[config.mk]
export PLATFORM = sky130hd
export DESIGN_NAME = ice51_uart_loader
export DESIGN_NICKNAME = d
export VERILOG_FILES = /design/src/rtl/ice51_uart_loader.sv
export SDC_FILE = /design/constraint.sdc
export NUM_CORES = 1
export LEC_CHECK = 0
export CAP_MARGIN = 25
export CORE_ASPECT_RATIO = 0.5
export CORE_MARGIN = 2
export CORE_UTILIZATION = 49
export DETAILED_ROUTE_END_ITERATION = 10
export PLACE_DENSITY = 0.8
export SLEW_MARGIN = 15
export SYNTH_ARGS = -nofsm -noshare
export SYNTH_HDL_FRONTEND = slang
export SYNTH_SLANG_ARGS = --single-unit
export TNS_END_PERCENT = 20
[constraint.sdc]
create_clock -name i_clk -period 1.9 [get_ports i_clk]
set_input_delay 0.38 -clock i_clk [delete_from_list [all_inputs] [get_ports i_clk]]
set_output_delay 0.38 -clock i_clk [all_outputs]
set_load 0.02 [all_outputs]
[src/rtl/ice51_uart_loader.sv]
// ice51 serial receive path: 8N1 deserialiser that fills code memory with the
// first MEM_SIZE bytes after reset, then forwards later bytes to the core UART.
module ice51_uart_loader #(
    parameter int CLK_PER_BIT = 104,
    parameter int MEM_SIZE    = 1024,
    parameter int ADDR_W      = 10,
    parameter int PRELOAD     = 0
) (
    input  logic              i_clk,
    input  logic              i_rst,
    input  logic              i_uart_rx,
    output logic              o_mem_we,
    output logic [ADDR_W-1:0] o_mem_addr,
    output logic [7:0]        o_mem_data,
    output logic              o_load_done,
    output logic              o_rx_valid,
    output logic [7:0]        o_rx_data,
    output logic              o_frame_err
);

    localparam int                TW        = $clog2(CLK_PER_BIT);
    localparam logic [TW-1:0]     HALF_M1   = TW'(CLK_PER_BIT / 2 - 1);
    localparam logic [TW-1:0]     FULL_M1   = TW'(CLK_PER_BIT - 1);
    localparam logic [ADDR_W-1:0] LAST_ADDR = ADDR_W'(MEM_SIZE - 1);
    localparam logic              DONE_RST  = (PRELOAD != 0);

    typedef enum logic [2:0] {
        S_IDLE,
        S_START,
        S_DATA,
        S_STOP,
        S_WAIT_IDLE
    } state_t;

    state_t              r_state;
    state_t              w_state_next;
    logic                r_rx_meta;
    logic                r_rx_s;
    logic [TW-1:0]       r_timer;
    logic [2:0]          r_bit_cnt;
    logic [7:0]          r_shift;
    logic [ADDR_W-1:0]   r_load_cnt;
    logic                r_mem_we;
    logic [ADDR_W-1:0]   r_mem_addr;
    logic [7:0]          r_mem_data;
    logic                r_load_done;
    logic                r_rx_valid;
    logic [7:0]          r_rx_data;
    logic                r_frame_err;
    logic                w_timer_clr;
    logic                w_start_ok;
    logic                w_shift;
    logic                w_byte_ok;
    logic                w_frame_err;

    always_ff @(posedge i_clk or posedge i_rst) begin
        if (i_rst) begin
            r_rx_meta <= 1'b1;
            r_rx_s    <= 1'b1;
        end else begin
            r_rx_meta <= i_uart_rx;
            r_rx_s    <= r_rx_meta;
        end
    end

    always_ff @(posedge i_clk or posedge i_rst) begin
        if (i_rst) begin
            r_state <= S_IDLE;
        end else begin
            r_state <= w_state_next;
        end
    end

    // Bit timer is cleared on entering START (t0), at the mid-start sample and
    // at every data sample, so each later sample lands one bit period apart.
    always_comb begin
        w_state_next = r_state;
        w_timer_clr  = 1'b0;
        w_start_ok   = 1'b0;
        w_shift      = 1'b0;
        w_byte_ok    = 1'b0;
        w_frame_err  = 1'b0;
        case (r_state)
            S_IDLE: begin
                if (!r_rx_s) begin
                    w_state_next = S_START;
                    w_timer_clr  = 1'b1;
                end
            end
            S_START: begin
                if (r_timer == HALF_M1) begin
                    w_timer_clr = 1'b1;
                    if (r_rx_s) begin
                        w_state_next = S_IDLE;
                    end else begin
                        w_state_next = S_DATA;
                        w_start_ok   = 1'b1;
                    end
                end
            end
            S_DATA: begin
                if (r_timer == FULL_M1) begin
                    w_timer_clr = 1'b1;
                    w_shift     = 1'b1;
                    if (r_bit_cnt == 3'd7) begin
                        w_state_next = S_STOP;
                    end
                end
            end
            S_STOP: begin
                if (r_timer == FULL_M1) begin
                    w_timer_clr = 1'b1;
                    if (r_rx_s) begin
                        w_byte_ok    = 1'b1;
                        w_state_next = S_IDLE;
                    end else begin
                        w_frame_err  = 1'b1;
                        w_state_next = S_WAIT_IDLE;
                    end
                end
            end
            S_WAIT_IDLE: begin
                if (r_rx_s) begin
                    w_state_next = S_IDLE;
                end
            end
            default: w_state_next = S_IDLE;
        endcase
    end

    always_ff @(posedge i_clk or posedge i_rst) begin
        if (i_rst) begin
            r_timer   <= '0;
            r_bit_cnt <= '0;
            r_shift   <= '0;
        end else begin
            r_timer <= w_timer_clr ? '0 : r_timer + TW'(1);
            if (w_start_ok) begin
                r_bit_cnt <= '0;
            end else if (w_shift) begin
                r_bit_cnt <= r_bit_cnt + 3'd1;
            end
            if (w_shift) begin
                r_shift <= {r_rx_s, r_shift[7:1]};
            end
        end
    end

    // Load completion is taken from the registered last write, so o_load_done
    // rises the cycle after the final memory strobe.
    always_ff @(posedge i_clk or posedge i_rst) begin
        if (i_rst) begin
            r_mem_we    <= 1'b0;
            r_mem_addr  <= '0;
            r_mem_data  <= '0;
            r_load_cnt  <= '0;
            r_load_done <= DONE_RST;
            r_rx_valid  <= 1'b0;
            r_rx_data   <= '0;
            r_frame_err <= 1'b0;
        end else begin
            r_mem_we    <= 1'b0;
            r_rx_valid  <= 1'b0;
            r_frame_err <= w_frame_err;
            if (r_mem_we && (r_mem_addr == LAST_ADDR)) begin
                r_load_done <= 1'b1;
            end
            if (w_byte_ok) begin
                if (!r_load_done) begin
                    r_mem_we   <= 1'b1;
                    r_mem_addr <= r_load_cnt;
                    r_mem_data <= r_shift;
                    r_load_cnt <= (r_load_cnt == LAST_ADDR) ? '0 : r_load_cnt + ADDR_W'(1);
                end else begin
                    r_rx_valid <= 1'b1;
                    r_rx_data  <= r_shift;
                end
            end
        end
    end

    assign o_mem_we    = r_mem_we;
    assign o_mem_addr  = r_mem_addr;
    assign o_mem_data  = r_mem_data;
    assign o_load_done = r_load_done;
    assign o_rx_valid  = r_rx_valid;
    assign o_rx_data   = r_rx_data;
    assign o_frame_err = r_frame_err;

endmodule

==> results.cfg, run 1 <==
[status]
status = completed

[setup_path]
crit_fanout = 7
reg2regPathDepth = 7
worstPathRequired_ns = 2.13
crit_type = reg2reg
regToRegSetupSlack_ns = 0.10
critPathLaunchType = flop
r2r-start = r_timer[0]
cp.arrival_ns = 2.03
end_kind = flop
worstReg2RegEnd = r_timer[1]

[layout]
drive_above_1_share_pct = 29.0
diodes = 0
final_nets = 262
syn2layout_area_growth_pct = 25.5

[hold_path]
whs_endpoint = r_rx_s
min_from = r_rx_meta
hold_depth = 0
hp-class = reg2reg

[logic_synthesis]
netlist_area_um2 = 2710
synth_seq_cells = 63
synth.avg_cell_area_um2 = 13.2
synth_cell_type_count = 46
yosys.area.top_type = dfrtp_1
synth-edff-count = 0
synth_flop_cell = dfrtp_1
syn-instance-count = 205
syn_nets = 212
yosysMostFrequentCell = dfrtp_1
ys_async_sr_fraction_pct = 100
ys_seq_area_share_pct = 58.3
synth.area.top_cells = dfrtp_1, mux2_2, mux2_4
synth_commonest_cells = dfrtp_1, mux2_2, nor2_1
synth_warnings = 0
synth_top_area_share_pct = 56.4

[routing]
wl_per_cell_um = 15.8
drtAntennaViolNets = 0
drt_iter0_markers = 42
num_vias = 1821
dr.pass1.iters = 4
drt-total-wl_mm = 5.24
wl_met3_um = 308
maxUsedRoutingLayer = met4
drcViolationCount = 0
routedLengthMet1_mm = 2.31
dr_wl_met2_mm = 2.56
vias_per_cell = 5.48

[clock_network]
insertion_delay_ns = 0.34
cts.reportedPaths.clkPinSlew_ns = 0.07
cts_tree = built
postCtsHoldBufs = 0
clkSinkCount = 63
htreeDepth = 3
clockBufferDepth = 2
numCtsBuffers = 9
cts-root-buf = clkbuf_8

[global_routing]
overflow = 0
grt_pass1_wl_mm = 8.56
grt_start_max_net_pins = 64
grt_antenna_before_repair = 0
grt_use_total_pct = 18.9
grt_pass1_vias = 1809

[die]
start_util_pct = 50.2
row_count = 19
design.die.area_um2 = 6180
core-area_um2 = 5400
die_h_um = 56.6
ios = 33
die_x_um = 109

[sta]
rsz0062_at_grt = false
slew_viol_final = 0
min_period_ns = 1.80
period_share_pct = 94.7
setup_violations = 0
max_freq_ghz = 0.556
finalSetupTns_ns = 0
tightestPinTransition_ns = 0.506
slew_headroom_pct = 66.0
fin_skew_ns = 0.00694
hold_viol = 0

[power_and_ir_drop]
pwr-share-comb_pct = 1.6
leakage_uw = 0.00163
power_uw = 2530
pwr-share-seq_pct = 53.1
power.density_nw_per_um2 = 745
clockPowerShare_pct = 45.3
swShare_pct = 20.3
intPower_uw = 2020
p_sw_uw = 515
peakVddDrop_mv = 0.356

[placement]
dp_hpwl_mm = 3.58
gp_congestion = 0.807
port_buffers = 32

[job]
cap_viol_max_count = 0
-- flip-flops by register name, summed over array words and instances (netlist names) --
register     count
r_shift          8
r_timer          7
r_rx_s           1
o_rx_valid       1
o_mem_we         1
o_mem_data       8
r_load_cnt      10
o_mem_addr      10
r_state          3
o_frame_err      1
o_load_done      1
r_rx_meta        1
r_bit_cnt        3
o_rx_data        8
-- metrics by stage --
stage	cell area, um^2	worst slack (ns)	cells	util, %	hold slack (ns)
after floorplan	2710	0.0823	205	-	0.345
after global placement	3190	0.0885	317	59.2	0.346
after detailed placement	3190	0.0186	317	59.2	0.347
after CTS	3390	0.0516	332	62.8	0.366
after global routing	3400	0.00696	332	63.0	0.368
final	3400	0.101	332	63.0	0.364
-- kinds of logic (layout without fill, tap and decap cells) --
logic type,after synthesis,in the layout,synth area share [%]
AO/OA/AOI/OAI,18,18,5.03
flip-flops,63,63,58.3
adder cells (fa/ha/maj),4,4,1.85
multiplexers,37,37,16.2
AND/OR/NAND/NOR,65,65,13.6
buffers and inverters,8,62,1.80
XOR/XNOR,10,10,3.23
-- what timing repair did --
item / in CTS / in global routing
endpoints found under the hold margin: 0 / 0
setup buffers: 0 / 0
pin swaps: 1 / 0
gates resized for setup: 0 / 3
setup endpoints to repair: 7 / 32
-- routing by layer --
layer / up-vias / GRT usage (%)
met5: - / 0
met2: 50 / 29.2
li1: 837 / -
met4: 0 / 5.68
met1: 927 / 23.7
met3: 7 / 9.18
-- how the worst max path moves through the flow --
| stage | from | endpoint | cells after the start |
|---|---|---|---|
| global route | r_timer[0] | r_timer[4] | 7 |
| floorplan | r_timer[0] | r_shift[0] | 5 |
| global placement | r_timer[0] | r_shift[1] | 4 |
| finish | r_timer[0] | r_timer[1] | 7 |
| detailed placement | r_timer[0] | r_shift[0] | 4 |
| CTS | r_timer[0] | r_timer[1] | 7 |
-- power by group through the flow --
stage	Clock, uW	Sequential (uW)	Combinational, uW
floorplan	0	1370	23.3
global placement	0	1370	40.3
detailed placement	0	1370	41.0
CTS	1180	1350	41.2
global route	1240	1350	45.7
finish	1150	1350	39.5
-- worst max-delay path, cell delays in order (launching register included) --
cell and delay (ns):
dfrtp_1 0.39, ha_2 0.25, nand3b_1 0.13, buf_4 0.16, or2_1 0.23, a221oi_2 0.28
buf_4 0.19, nor2b_1 0.05
-- area by class of cell --
class | instances | area [um^2]
Sequential cell | 63 | 1580
Inverter | 2 | 11.3
Timing Repair Buffer | 45 | 430
Fill cell | 388 | 2000
Tap cell | 73 | 91.3
Clock buffer | 11 | 151
Multi-Input combinational cell | 134 | 1090
Clock inverter | 4 | 45.0
-- layout by cell type, fill, tap and decap left out, types with 2 or more instances in the layout --
cell type / synthesis / final
a211oi_1: 2 / 2
a21oi_1: 3 / 3
a2bb2oi_1: 2 / 2
buf_4: 2 / 12
clkbuf_8: 0 / 11
clkdlybuf4s50_1: 0 / 32
clkinv_2: 0 / 3
dfrtp_1: 61 / 61
dfstp_2: 2 / 2
ha_1: 4 / 3
mux2_2: 27 / 27
mux2_4: 7 / 7
mux2i_1: 3 / 3
nand2_1: 8 / 8
nand2b_1: 3 / 3
nand3_1: 9 / 9
nand4_1: 4 / 4
nor2_1: 21 / 21
nor2b_1: 2 / 2
nor3_1: 3 / 3
o21ai_0: 3 / 3
xnor2_1: 7 / 7
xor2_1: 3 / 3
Note: power is estimated with default switching activity, not from simulation.
==> run 2, diff against run 1 <==
Settings changed: CORE_UTILIZATION 49 to 50, CTS_BUF_LIST set to sky130_fd_sc_hd__clkbuf_4 sky130_fd_sc_hd__clkbuf_8 sky130_fd_sc_hd__clkbuf_16, PLACE_DENSITY 0.8 to 0.79, SLEW_MARGIN 15 to 20.
Clock period 1.9 ns to 2 ns, I/O delays scaled along.
==> run 2 against run 1 <==
Net effect:
- critical path type unchanged
- combinational power fell by 6.8%
- core utilization increased by 3.6 points
- wire length down 4.8%
- global-route usage shrank 0.69 points
- first-iteration DRC count increased by 21%
==> results.cfg, run 2 (same netlist as run 1, synthesis figures left out) <==
[status]
status = completed

[sta]
hold_slack_ns = 0.356
tightestPinTransition_ns = 0.535
slew_viol_final = 0
slew_headroom_pct = 64.0
fin_skew_ns = 0.00716
setup_violations = 0
finalSetupTns_ns = 0
hold_viol = 0
rsz0062_at_grt = false
min_period_ns = 1.89
period_share_pct = 94.3
max_freq_ghz = 0.530

[power_and_ir_drop]
leakage_uw = 0.00162
peakVddDrop_mv = 0.497
power.density_nw_per_um2 = 761

[global_routing]
met3_usage_pct = 7.03
met1_usage_pct = 23.9
grt_util_met2_pct = 27.5
grt_start_max_net_pins = 64
grt_pass1_vias = 1762
overflow = 0
grt_use_total_pct = 18.3
grt_pass1_wl_mm = 8.31
busiest_layer = met2
grt_antenna_before_repair = 0

[routing]
wl_per_cell_um = 15.4
drtAntennaViolNets = 0
drt_iter0_markers = 51
num_vias = 1782
dr.pass1.iters = 4
drcViolationCount = 0
vias_per_cell = 5.52
drt-total-wl_mm = 4.99

[setup_path]
regToRegSetupSlack_ns = 0.11
r2r-start = r_timer[0]
crit_fanout = 11
crit_type = reg2reg
critPathLaunchType = flop
end_kind = flop
worstSetupStartpoint = r_timer[0]
worstPathRequired_ns = 2.22
cp.arrival_ns = 2.10

[die]
row_count = 18
core-area_um2 = 5070
die_x_um = 108
start_util_pct = 53.5
die_h_um = 56.0
ios = 33
design.die.area_um2 = 6060

[clock_network]
htreeDepth = 3
insertion_delay_ns = 0.33
clockBufferDepth = 2
numCtsBuffers = 9
clkSinkCount = 63
cts_tree = built
cts-root-buf = clkbuf_8
postCtsHoldBufs = 0
cts.reportedPaths.clkPinSlew_ns = 0.06

[placement]
gp_congestion = 0.873
dp_hpwl_mm = 3.40
place_area_um2 = 3140
port_buffers = 32

[layout]
fillers = 374
diodes = 0
drive_above_1_share_pct = 26.1
final_cell_area_um2 = 3370
final_nets = 256
final-seq-area_um2 = 1580
multiInputGateArea_um2 = 1080
final_common_cell = dfrtp_1
syn2layout_area_growth_pct = 24.5
final_cell_mix = dfrtp_1, clkdlybuf4s50_1, mux2_2

[job]
cap_viol_max_count = 0

[hold_path]
hp-class = reg2reg
min_from = r_rx_meta
[run 2: cell types whose count changed in the layout (fill, tap and decap cells not counted), sizes merged]
cell / previous run / this run
buf: 13 / 7
bufinv: 1 / 2
clkbuf: 11 / 12
clkinv: 3 / 2
clkinvlp: 1 / 0
[run 2: report_power, final]
| part | internal (uW) | switching [uW] | leakage (uW) | total [uW] |
|---|---|---|---|---|
| registers | 1280 | 0.737 | 0.000859 | 1280 |
| logic | 9.55 | 27.2 | 0.000647 | 36.8 |
| clock network | 795 | 456 | 0.000118 | 1250 |
| total | 2080 | 484 | 0.00162 | 2570 |
[run 2: final cells by class]
class                           count  area share [%]
Inverter                            2           0.260
Clock inverter                      3            1.93
Timing Repair Buffer               39            11.4
Tap cell                           70            2.60
Clock buffer                       12            4.90
Sequential cell                    63            46.8
Multi-Input combinational cell    134            32.1
[run 2: repair_timing]
| action | 4_1_cts | 5_1_grt |
|---|---|---|
| buffers inserted | 0 | 0 |
| gates resized for setup | 0 | 1 |
| endpoints found under the setup margin | 0 | 10 |
[run 2: critical path: stages, from the launching register on]
cell and delay (ns):
dfrtp_1 0.40, ha_1 0.28, nand3b_1 0.17, or4_4 0.58, mux2_4 0.34
[run 2: final timing paths]
kind,endpoint,depth (start not counted)
min reg2reg,r_rx_s,0
max reg2reg,r_shift[1],4
max,r_shift[1],4
min,r_rx_s,0
max in group asynchronous,r_rx_meta,3
min in group asynchronous,o_mem_addr[1],3
[run 2: per-stage QoR]
stage	utilization (%)	total power, uW	instances	setup WS [ns]
after floorplan	-	1320	205	0.0336
after global placement	62.0	1340	308	0.144
after detailed placement	62.0	1340	308	0.0390
after CTS	66.5	2600	323	0.0323
after global routing	66.5	2660	323	0.0226
final	66.5	2570	323	0.114
[run 2: routing by layer]
metal,wire [um],up-vias
met5,0,-
met1,2350,912
li1,-,827
met3,201,6
met4,66,0
met2,2370,37
